--- src/rtl/mips_pkg.sv ---
// Shared MIPS encoding constants, instruction field positions and the redirect FSM encoding.
package mips_pkg;

  localparam logic [5:0] OP_J   = 6'h02;
  localparam logic [5:0] OP_JAL = 6'h03;
  localparam logic [5:0] OP_BEQ = 6'h04;
  localparam logic [5:0] OP_BNE = 6'h05;

  localparam int OPC_HI = 31;
  localparam int OPC_LO = 26;
  localparam int IMM_W  = 16;
  localparam int TGT_W  = 26;

  localparam logic [0:0] ST_RUN   = 1'b0;
  localparam logic [0:0] ST_FLUSH = 1'b1;

  // Word-aligned, sign-extended branch displacement in bytes.
  function automatic logic [31:0] branch_offset(input logic [31:0] instr);
    return {{(32 - IMM_W - 2){instr[IMM_W-1]}}, instr[IMM_W-1:0], 2'b00};
  endfunction

endpackage

--- src/rtl/sat_counter.sv ---
// Event counter that sticks at all-ones instead of wrapping.
module sat_counter #(
  parameter int W = 16
) (
  input  logic         clk,
  input  logic         rst,
  input  logic         inc,
  output logic [W-1:0] cnt
);

  logic [W-1:0] cnt_q;
  logic [W-1:0] cnt_d;

  always_comb begin
    cnt_d = cnt_q;
    if (inc && (cnt_q != '1)) cnt_d = cnt_q + W'(1);
  end

  always_ff @(posedge clk) begin
    if (rst) cnt_q <= '0;
    else     cnt_q <= cnt_d;
  end

  assign cnt = cnt_q;

endmodule

--- src/rtl/branch_ctrl.sv ---
// PC redirect producer: decodes J/JAL/BEQ/BNE, registers one-cycle redirect pulses to the PC,
// squashes wrong-path fetches after a taken redirect and keeps branch statistics.
module branch_ctrl
  import mips_pkg::*;
#(
  parameter int FLUSH_CYCLES = 2,
  parameter int CNT_W        = 16
) (
  input  logic             clk,
  input  logic             rst,
  input  logic             instr_valid,
  input  logic [31:0]      instr,
  input  logic [31:0]      instr_pc,
  input  logic [31:0]      rs_data,
  input  logic [31:0]      rt_data,
  output logic             zeroflag,
  output logic             jmpFlag,
  output logic             branchFlag,
  output logic [31:0]      jmpAddress,
  output logic [31:0]      branchOffset,
  output logic             squash,
  output logic [CNT_W-1:0] branch_cnt,
  output logic [CNT_W-1:0] taken_cnt
);

  localparam int FC_W = (FLUSH_CYCLES < 2) ? 1 : $clog2(FLUSH_CYCLES + 1);
  localparam logic [FC_W-1:0] FLUSH_LOAD = FC_W'(FLUSH_CYCLES);

  // Handshake: instr_valid qualifies instr/instr_pc/rs_data/rt_data for one cycle; there is no
  // back-pressure, an instruction offered while the FSM is flushing is simply dropped.
  logic [5:0]      opcode;
  logic            is_jump;
  logic            is_branch;
  logic            take_branch;
  logic            accept;
  logic            redirect;
  logic [31:0]     pc_plus4;

  logic [0:0]      state_q, state_d;
  logic [FC_W-1:0] flush_cnt_q, flush_cnt_d;
  logic            zeroflag_q, zeroflag_d;
  logic            jmp_flag_q, jmp_flag_d;
  logic            branch_flag_q, branch_flag_d;
  logic [31:0]     jmp_address_q, jmp_address_d;
  logic [31:0]     branch_offset_q, branch_offset_d;

  assign opcode      = instr[OPC_HI:OPC_LO];
  assign is_jump     = (opcode == OP_J) || (opcode == OP_JAL);
  assign is_branch   = (opcode == OP_BEQ) || (opcode == OP_BNE);
  assign take_branch = (opcode == OP_BEQ) ? (rs_data == rt_data) : (rs_data != rt_data);
  assign accept      = instr_valid && (state_q == ST_RUN);
  assign redirect    = accept && (is_jump || (is_branch && take_branch));
  assign pc_plus4    = instr_pc + 32'd4;

  always_comb begin
    zeroflag_d      = 1'b1;
    jmp_flag_d      = 1'b0;
    branch_flag_d   = 1'b0;
    jmp_address_d   = '0;
    branch_offset_d = '0;
    if (accept && is_jump) begin
      jmp_flag_d    = 1'b1;
      jmp_address_d = {pc_plus4[31:28], instr[TGT_W-1:0], 2'b00};
    end else if (accept && is_branch) begin
      branch_flag_d   = 1'b1;
      zeroflag_d      = ~take_branch;
      branch_offset_d = branch_offset(instr);
    end
  end

  // The counter is loaded with the squash length and leaves FLUSH on the edge where it reads 1.
  always_comb begin
    state_d     = state_q;
    flush_cnt_d = flush_cnt_q;
    case (state_q)
      ST_RUN: begin
        if (redirect && (FLUSH_CYCLES > 0)) begin
          state_d     = ST_FLUSH;
          flush_cnt_d = FLUSH_LOAD;
        end
      end
      default: begin
        flush_cnt_d = flush_cnt_q - FC_W'(1);
        if (flush_cnt_q == FC_W'(1)) state_d = ST_RUN;
      end
    endcase
  end

  always_ff @(posedge clk) begin
    if (rst) begin
      state_q         <= ST_RUN;
      flush_cnt_q     <= '0;
      zeroflag_q      <= 1'b1;
      jmp_flag_q      <= 1'b0;
      branch_flag_q   <= 1'b0;
      jmp_address_q   <= '0;
      branch_offset_q <= '0;
    end else begin
      state_q         <= state_d;
      flush_cnt_q     <= flush_cnt_d;
      zeroflag_q      <= zeroflag_d;
      jmp_flag_q      <= jmp_flag_d;
      branch_flag_q   <= branch_flag_d;
      jmp_address_q   <= jmp_address_d;
      branch_offset_q <= branch_offset_d;
    end
  end

  sat_counter #(.W(CNT_W)) u_branch_cnt (
    .clk (clk),
    .rst (rst),
    .inc (accept && is_branch),
    .cnt (branch_cnt)
  );

  sat_counter #(.W(CNT_W)) u_taken_cnt (
    .clk (clk),
    .rst (rst),
    .inc (redirect),
    .cnt (taken_cnt)
  );

  assign zeroflag     = zeroflag_q;
  assign jmpFlag      = jmp_flag_q;
  assign branchFlag   = branch_flag_q;
  assign jmpAddress   = jmp_address_q;
  assign branchOffset = branch_offset_q;
  assign squash       = (state_q == ST_FLUSH);

endmodule

--- config.mk ---
export PLATFORM = sky130hd
export DESIGN_NAME = branch_ctrl
export DESIGN_NICKNAME = d
export VERILOG_FILES = /design/src/rtl/mips_pkg.sv /design/src/rtl/sat_counter.sv /design/src/rtl/branch_ctrl.sv
export SDC_FILE = /design/constraint.sdc
export NUM_CORES = 1
export LEC_CHECK = 0
export ABC_CLOCK_PERIOD_IN_PS = 2900
export CAP_MARGIN = 20
export CORE_ASPECT_RATIO = 2
export CORE_MARGIN = 1.5
export CORE_UTILIZATION = 36
export CTS_CLUSTER_DIAMETER = 60
export DETAILED_ROUTE_END_ITERATION = 8
export PLACE_DENSITY = 0.86
export SETUP_SLACK_MARGIN = 0.15
export SKIP_LAST_GASP = 1
export SYNTH_ARGS = -nofsm -noshare
export SYNTH_HDL_FRONTEND = slang
export SYNTH_SLANG_ARGS = --single-unit
--- constraint.sdc ---
create_clock -name clk -period 2.9 [get_ports clk]
set_input_delay 0.435 -clock clk [delete_from_list [all_inputs] [get_ports clk]]
set_output_delay 0.435 -clock clk [all_outputs]
set_load 0.01 [all_outputs]
==> impl_metrics.sql, run 1 <==
INSERT INTO impl_metrics (metric_group, metric, value, unit) VALUES
('clocking', 'clock_insertion_delay_worst_skew', '0.33', 'ns'),
('drt', 'route.detailed.wl_per_inst', '16.4', 'um'),
('drt', 'number_of_drc_markers_after_the_initial_detailed_route_iteration', '156', ''),
('critical_path', 'cp.arrival', '2.89', 'ns'),
('drt', 'vias', '3636', ''),
('global_routing', 'grt_start_max_net_pins', '34', ''),
('synth', 'synth.distinct_cells', '38', ''),
('critical_path', 'startpoint_type', 'input port', ''),
('synth', 'synth.top_cells.by_area', 'dfxtp_1 47%, xor2_1 10%, and3_1 5.6%', ''),
('clocking', 'cts_inserted_buffers', '9', ''),
('placement', 'dp.final_hpwl', '9390', 'um'),
('synth', 'syn_std_cell_area', '3570', 'sq um'),
('synth', 'synth-seq-cells', '84', ''),
('placement', 'gp_routability_congestion', '0.887', ''),
('sta', 'period_share', '0.904', ''),
('sta', 'period_needed', '2.62', 'ns'),
('synth', 'synthDominantAreaCellType', 'dfxtp_1', ''),
('global_routing', 'track_usage', '0.226', ''),
('finish', 'post_route_cells_drive_above_1_share', '0.0616', ''),
('floorplan', 'fp-row-count', '51', ''),
('sta', 'fmax', '381', 'MHz'),
('synth', 'netlist_instances', '383', ''),
('finish', 'finish.net_count', '731', ''),
('synth', 'synth_ff_type', 'dfxtp_1', ''),
('run', 'max_cap_violations', '0', ''),
('clocking', 'max-clock-path-buffers', '2', ''),
('sta', 'setup_violations', '0', ''),
('clocking', 'cts.sink_count', '84', ''),
('drt', 'length_of_routed_wiring_on_met1', '4160', 'um'),
('sta', 'timing.clock.skew', '0.00814', 'ns'),
('drt', 'wl_met2', '6580', 'um'),
('global_routing', 'gr-total-overflow', '0', ''),
('critical_path', 'worstSetupEndpointType', 'register', ''),
('finish', 'areaGrowthSynthToFinish', '74.0', '%'),
('critical_path', 'worstSetupPathType', 'input port to register', ''),
('synth', 'synthesis.area_per_instance', '9.33', 'sq um'),
('floorplan', 'dieArea', '10600', 'sq um'),
('synth', 'synthMostInstantiatedCell', 'dfxtp_1', ''),
('drt', 'finalWirelength', '12000', 'um'),
('floorplan', 'num_io_pins', '231', ''),
('synth', 'yosys_warnings', '0', ''),
('clocking', 'cts_root_buf', 'clkbuf_16', ''),
('global_routing', 'number_of_antenna_violations_at_the_first_check_in_global_routing', '0', ''),
('global_routing', 'grt_first_pass_wirelength', '17800', 'um'),
('drt', 'top_signal_layer_used', 'met4', ''),
('synth', 'yosys.area.top_type_share', '0.471', ''),
('sta', 'timing.final.hold_violations', '0', ''),
('placement', 'placement.io_buffers', '224', ''),
('clocking', 'clk_pin_slew', '0.06', 'ns'),
('floorplan', 'core', '9700', 'sq um'),
('floorplan', 'die_h', '144', 'um'),
('finish', 'final_core_utilization', '0.641', ''),
('pwr', 'power_density', '431', 'nW/um^2'),
('critical_path', 'timing.reg2reg.setup_slack', '0.60', 'ns'),
('synth', 'fraction_of_the_yosys_area_taken_by_sequential_cells', '0.471', ''),
('clocking', 'cts_max_level', '3', ''),
('drt', 'post-route-drc-count', '0', ''),
('min_path', 'worst_hold_path_type', 'register to register', ''),
('drt', 'number_of_vias_per_cell_after_detailed_routing', '4.96', ''),
('status', 'outcome', 'finished clean', ''),
('synth', 'synth.cells.most_frequent', '84 x dfxtp_1, 41 x xor2_1, 32 x and3_1', ''),
('drt', 'route.met3.wl', '751', 'um'),
('synth', 'synth-edff-count', '0', ''),
('floorplan', 'die_w', '73.4', 'um'),
('global_routing', 'first_global_vias', '3652', ''),
('sta', 'worst_slew_pin_slew', '0.793', 'ns'),
('drt', 'drt.antenna.violating_nets', '0', ''),
('synth', 'async_flop_share', '0', ''),
('critical_path', 'crit_path_max_fanout', '11', ''),
('sta', 'setup_repair_after_global_routing_missed_its_margin', 'no', ''),
('pwr', 'static-leakage-power', '2.40', 'nW'),
('placement', 'post-place-ws', '-0.126', 'ns'),
('sta', 'timing.max_slew.rel_slack', '0.471', ''),
('pwr', 'ir_worst_vdd', '0.311', 'mV'),
('floorplan', 'floorplan.initialDensity', '0.368', ''),
('sta', 'setup_ws', '0.279', 'ns'),
('drt', 'detail_route.first_pass.iterations', '5', ''),
('critical_path', 'worst-endpoint-required', '3.17', 'ns'),
('sta', 'finalMaxSlewViolations', '0', ''),
('finish', 'diodes', '0', ''),
('clocking', 'tritoncts_clock_tree', 'done', ''),
('finish', 'n_fill_cell', '812', '');
placed cells by master (no fill, tap or decap), drive strengths merged:
| master | n |
|---|---|
| inv | 7 |
| or2 | 2 |
| and4b | 1 |
| nand2b | 2 |
| nand4b | 1 |
| nand3b | 1 |
| clkinvlp | 1 |
| nor4 | 10 |
| xor2 | 41 |
| clkinv | 1 |
| a221oi | 1 |
| o211a | 2 |
| nand4 | 16 |
| and4 | 4 |
| nand2 | 12 |
| and2b | 1 |
| a21oi | 17 |
| o21a | 2 |
| nor3 | 7 |
| conb | 4 |
| and2 | 18 |
| xnor2 | 9 |
| clkdlybuf4s50 | 224 |
| buf | 8 |
| ha | 3 |
| and3 | 32 |
| bufinv | 2 |
| nor2 | 25 |
| or3 | 14 |
| dfxtp | 84 |
| and3b | 1 |
| nor2b | 3 |
| nand3 | 16 |
| mux2 | 1 |
| mux2i | 2 |
| o21ai | 15 |
| clkbuf | 11 |
worst max-delay path, cell delays in order:
cell and delay, ns:
clkdlybuf4s50_1 0.45, xor2_1 0.17, nor4_2 0.35, nand4_1 0.16
nor2_2 0.16, mux2_4 0.33, or2_4 0.29, or3_1 0.39
a21oi_2 0.14
metal layers:
layer | GRT usage | up-vias
met4 | 0.121 | 0
met1 | 0.230 | 1673
li1 | - | 1733
met2 | 0.411 | 195
met3 | 0.0540 | 35
met5 | 0 | -
repair_timing:
action                                  4_1_cts  5_1_grt
endpoints found under the setup margin        0       10
buffers inserted                              0        1
resized for setup                             0        6
hold buffers                                  0        0
kinds of logic after synthesis:
kind of cell | synth area share
xor gates and xnor gates | 0.123
other | 0.00105
and+or+nand+nor | 0.264
adders and majority gates | 0.0105
muxes | 0.00981
buffers and inverters | 0.0637
DFF | 0.471
AOI/OAI and AO/OA | 0.0571
cell type report:
class / count / area [sq um] / share of cell area
clock buffer: 11 / 253 / 0.0407
clock inverter: 4 / 72.6 / 0.0117
inverter: 7 / 26.3 / 0.00423
multi-input combinational: 263 / 1710 / 0.276
sequential: 84 / 1680 / 0.271
tap: 132 / 165 / 0.0266
timing repair buffer: 232 / 2300 / 0.370
worst paths after layout:
path	from	end	depth (start not counted)
worst min-delay path	u_taken_cnt.cnt[9]$_SDFFE_PP0P_	u_taken_cnt.cnt[9]$_SDFFE_PP0P_	2
worst min register to register	u_taken_cnt.cnt[9]$_SDFFE_PP0P_	u_taken_cnt.cnt[9]$_SDFFE_PP0P_	2
worst max register to register	u_taken_cnt.cnt[6]$_SDFFE_PP0P_	u_taken_cnt.cnt[1]$_SDFFE_PP0P_	9
worst max-delay path	rs_data[11]	u_taken_cnt.cnt[15]$_SDFFE_PP0P_	9
where the power goes:
group	leakage [nW]	total [W]	switching [W]	internal, W
Clock	0.158	0.00123	0.000438	0.000794
Combinational	1.57	0.000286	0.0000956	0.000190
Sequential	0.677	0.00116	0.00000267	0.00116
per-stage QoR:
stage	hold slack [ns]	power, W	cell area (sq um)	instances	setup TNS [ns]
2_1_floorplan	0.476	0.00125	3580	386	0
3_3_place_gp	0.483	0.00146	5850	716	-0.562
3_5_place_dp	0.501	0.00147	5850	716	-1.12
4_1_cts	0.512	0.00270	6170	731	0
5_1_grt	0.535	0.00276	6210	733	0
6_report	0.505	0.00268	6210	733	0
registers in the layout, indices dropped and copies added, names as in the netlist:
| register | count |
|---|---|
| jmpFlag | 1 |
| zeroflag | 1 |
| u_branch_cnt.cnt | 16 |
| squash | 1 |
| u_taken_cnt.cnt | 16 |
| flush_cnt_q | 2 |
| jmpAddress | 30 |
| branchFlag | 1 |
| branchOffset | 16 |
(Power assumes the default switching activity.)
==> run 2, diff against run 1 <==
--- a/config.mk
+++ b/config.mk
@@ -8,7 +8,7 @@
 export ABC_CLOCK_PERIOD_IN_PS = 2900
 export CAP_MARGIN = 20
 export CORE_ASPECT_RATIO = 2
-export CORE_MARGIN = 1.5
+export CORE_MARGIN = 2
 export CORE_UTILIZATION = 36
 export CTS_CLUSTER_DIAMETER = 60
 export DETAILED_ROUTE_END_ITERATION = 8
==> run 2 against run 1 <==
Net effect: cell count shrank 0.14%; worst setup slack lost 0.012 ns; count of clock-buffer cells in the layout is the same; sequential power about the same; critical endpoint is now u_taken_cnt.cnt[8]$_SDFFE_PP0P_; clock power about the same; global-route usage down 1.3 points; register-to-register slack better by 0.04 ns; fmax fell by 0.44%; first-iteration DRC count rose by 58%; combinational power down 4%; largest power group unchanged.
==> impl_metrics.sql, run 2 (same netlist as run 1, synthesis figures left out) <==
INSERT INTO impl_metrics (metric_group, metric, value, unit) VALUES
('sta', 'setup_repair_after_global_routing_missed_its_margin', 'no', ''),
('placement', 'dp.final_hpwl', '9220', 'um'),
('finish', 'diodes', '0', ''),
('critical_path', 'timing.reg2reg.setup_slack', '0.64', 'ns'),
('finish', 'mostFrequentLayoutCell', 'clkdlybuf4s50_1', ''),
('critical_path', 'startpoint_type', 'input port', ''),
('min_path', 'worst_hold_path_type', 'register to register', ''),
('clocking', 'cts_hold_buf', '0', ''),
('clocking', 'clk_pin_slew', '0.06', 'ns'),
('sta', 'fmax', '380', 'MHz'),
('drt', 'route.detailed.wl_per_inst', '15.5', 'um'),
('global_routing', 'first_global_vias', '3668', ''),
('global_routing', 'number_of_antenna_violations_at_the_first_check_in_global_routing', '0', ''),
('global_routing', 'gr-total-overflow', '0', ''),
('floorplan', 'die_w', '74.4', 'um'),
('floorplan', 'fp-row-count', '51', ''),
('critical_path', 'crit_path_max_incr_delay', '0.49', 'ns'),
('drt', 'vias', '3605', ''),
('critical_path', 'worstSetupPathType', 'input port to register', ''),
('sta', 'timing.max_slew.rel_slack', '0.480', ''),
('clocking', 'tritoncts_clock_tree', 'done', ''),
('clocking', 'cts_root_buf', 'clkbuf_16', ''),
('placement', 'placement.io_buffers', '224', ''),
('critical_path', 'critical_path.reg2reg.startpoint', 'u_taken_cnt.cnt[6]$_SDFFE_PP0P_', ''),
('finish', 'largest_register_ff_count', '30', ''),
('sta', 'timing.final.hold_violations', '0', ''),
('placement', 'gp_routability_congestion', '0.824', ''),
('sta', 'finalHoldWorstSlack', '0.507', 'ns'),
('pwr', 'ir_worst_vdd', '0.291', 'mV'),
('floorplan', 'dieArea', '10800', 'sq um'),
('clocking', 'post_cts_repair_setup_buffers', '0', ''),
('clocking', 'clock_insertion_delay_worst_skew', '0.34', 'ns'),
('sta', 'period_share', '0.908', ''),
('critical_path', 'worstPathCellList', 'clkdlybuf4s50_1 > xor2_1 > nor4_1 > nand4_1 > nor2_2 > mux2_4 > or2_4 > or3_1 > a21oi_1', ''),
('drt', 'post-route-drc-count', '0', ''),
('clocking', 'cts.sink_count', '84', ''),
('sta', 'worst_slew_pin_slew', '0.779', 'ns'),
('critical_path', 'worst-endpoint-required', '3.17', 'ns'),
('pwr', 'power_density', '433', 'nW/um^2'),
('critical_path', 'cp.arrival', '2.90', 'ns'),
('finish', 'areaGrowthSynthToFinish', '73.1', '%'),
('floorplan', 'num_io_pins', '231', ''),
('sta', 'timing.clock.skew', '0.00879', 'ns'),
('sta', 'setup_violations', '0', ''),
('finish', 'final_core_utilization', '0.638', ''),
('run', 'max_cap_violations', '0', ''),
('finish', 'mostFrequentLayoutCells', '224 x clkdlybuf4s50_1, 84 x dfxtp_1, 41 x xor2_1', ''),
('floorplan', 'die_h', '145', 'um'),
('critical_path', 'r2r_cells', '9', ''),
('min_path', 'whs_endpoint', 'u_taken_cnt.cnt[11]$_SDFFE_PP0P_', ''),
('critical_path', 'timing.critical_path.slowest_stage_cell', 'clkdlybuf4s50_1', ''),
('global_routing', 'track_usage', '0.213', ''),
('finish', 'finish.net_count', '729', ''),
('clocking', 'cts_max_level', '3', ''),
('drt', 'number_of_drc_markers_after_the_initial_detailed_route_iteration', '247', ''),
('sta', 'period_needed', '2.63', 'ns'),
('drt', 'number_of_vias_per_cell_after_detailed_routing', '4.92', ''),
('pwr', 'static-leakage-power', '2.39', 'nW'),
('drt', 'drt.antenna.violating_nets', '0', ''),
('clocking', 'max-clock-path-buffers', '2', ''),
('floorplan', 'floorplan.initialDensity', '0.368', ''),
('status', 'outcome', 'finished clean', ''),
('min_path', 'worst_hold_startpoint', 'u_taken_cnt.cnt[11]$_SDFFE_PP0P_', ''),
('finish', 'post_route_cells_drive_above_1_share', '0.0517', ''),
('global_routing', 'grt_start_max_net_pins', '34', ''),
('clocking', 'cts_inserted_buffers', '9', ''),
('global_routing', 'grt_first_pass_wirelength', '17100', 'um'),
('floorplan', 'core', '9700', 'sq um'),
('critical_path', 'worstSetupEndpointType', 'register', ''),
('sta', 'finalMaxSlewViolations', '0', ''),
('drt', 'detail_route.first_pass.iterations', '4', ''),
('critical_path', 'rr_endpoint', 'u_taken_cnt.cnt[1]$_SDFFE_PP0P_', ''),
('critical_path', 'crit_path_max_fanout', '22', ''),
('drt', 'finalWirelength', '11400', 'um'),
('min_path', 'worst_hold_path.num_cells', '2', '');
-- run 2: cell types whose count changed in the layout (fill, tap and decap cells not counted) --
cell / delta
a21oi_1: +2
nor4_2: -2
clkbuf_8: -1
buf_4: -1
a21oi_2: -2
clkinv_2: -1
clkinv_4: +2
nor4_1: +2
or2_2: -1
clkbuf_1: +1
-- run 2: stage by stage --
stage               instances  instance area (sq um)  worst slack (ns)  power (W)  TNS, ns
detailed placement        716                   5850            -0.151    0.00146    -1.17
CTS                       732                   6170             0.196    0.00270        0
global placement          716                   5850           -0.0854    0.00146   -0.676
finish                    732                   6180             0.267    0.00268        0
global route              732                   6180             0.151    0.00278        0
floorplan                 386                   3580             0.523    0.00125        0
-- run 2: repair_timing --
item,4_1_cts,5_1_grt
endpoints found under the setup margin,0,10
hold endpoints to repair,0,0
resized for setup,0,2
-- run 2: worst max path at each step --
stage / from / to / slack (ns) / depth (start not counted)
after global placement: rt_data[31] / u_taken_cnt.cnt[7]$_SDFFE_PP0P_ / -0.09 / 9
after global routing: rt_data[31] / u_taken_cnt.cnt[8]$_SDFFE_PP0P_ / 0.15 / 9
after detailed placement: rt_data[31] / u_taken_cnt.cnt[8]$_SDFFE_PP0P_ / -0.15 / 9
after CTS: rt_data[31] / u_taken_cnt.cnt[8]$_SDFFE_PP0P_ / 0.20 / 9
after floorplan: rt_data[22] / u_taken_cnt.cnt[10]$_SDFFE_PP0P_ / 0.52 / 9
final: rt_data[9] / u_taken_cnt.cnt[8]$_SDFFE_PP0P_ / 0.27 / 9
-- run 2: cell type report --
type                            count  area, sq um
Clock buffer                       11          243
Clock inverter                      5         85.1
Fill cell                         807         3520
Inverter                            7         26.3
Multi-Input combinational cell    262         1690
Sequential cell                    84         1680
Tap cell                          132          165
Timing Repair Buffer              231         2290
-- run 2: worst max-delay path: cells and delay by family --
| family | cells | cell delay [ns] |
|---|---|---|
| compound gates | 1 | 0.16 |
| xor+xnor | 1 | 0.19 |
| buf+inv | 1 | 0.49 |
| mux | 1 | 0.32 |
| simple gates | 5 | 1.30 |
-- run 2: report_power, final --
part	total, W	leakage, nW	internal [W]	switching [W]
combinational	0.000275	1.56	0.000189	0.0000862
clock	0.00124	0.156	0.000781	0.000461
sequential	0.00116	0.677	0.00116	0.00000262
-- run 2: metal layers --
layer	vias to the layer above	wire [um]	global-route usage
li1	1737	-	-
met1	1641	3860	0.215
met4	0	529	0.122
met2	196	6180	0.380
met3	31	795	0.0547
met5	-	0	0
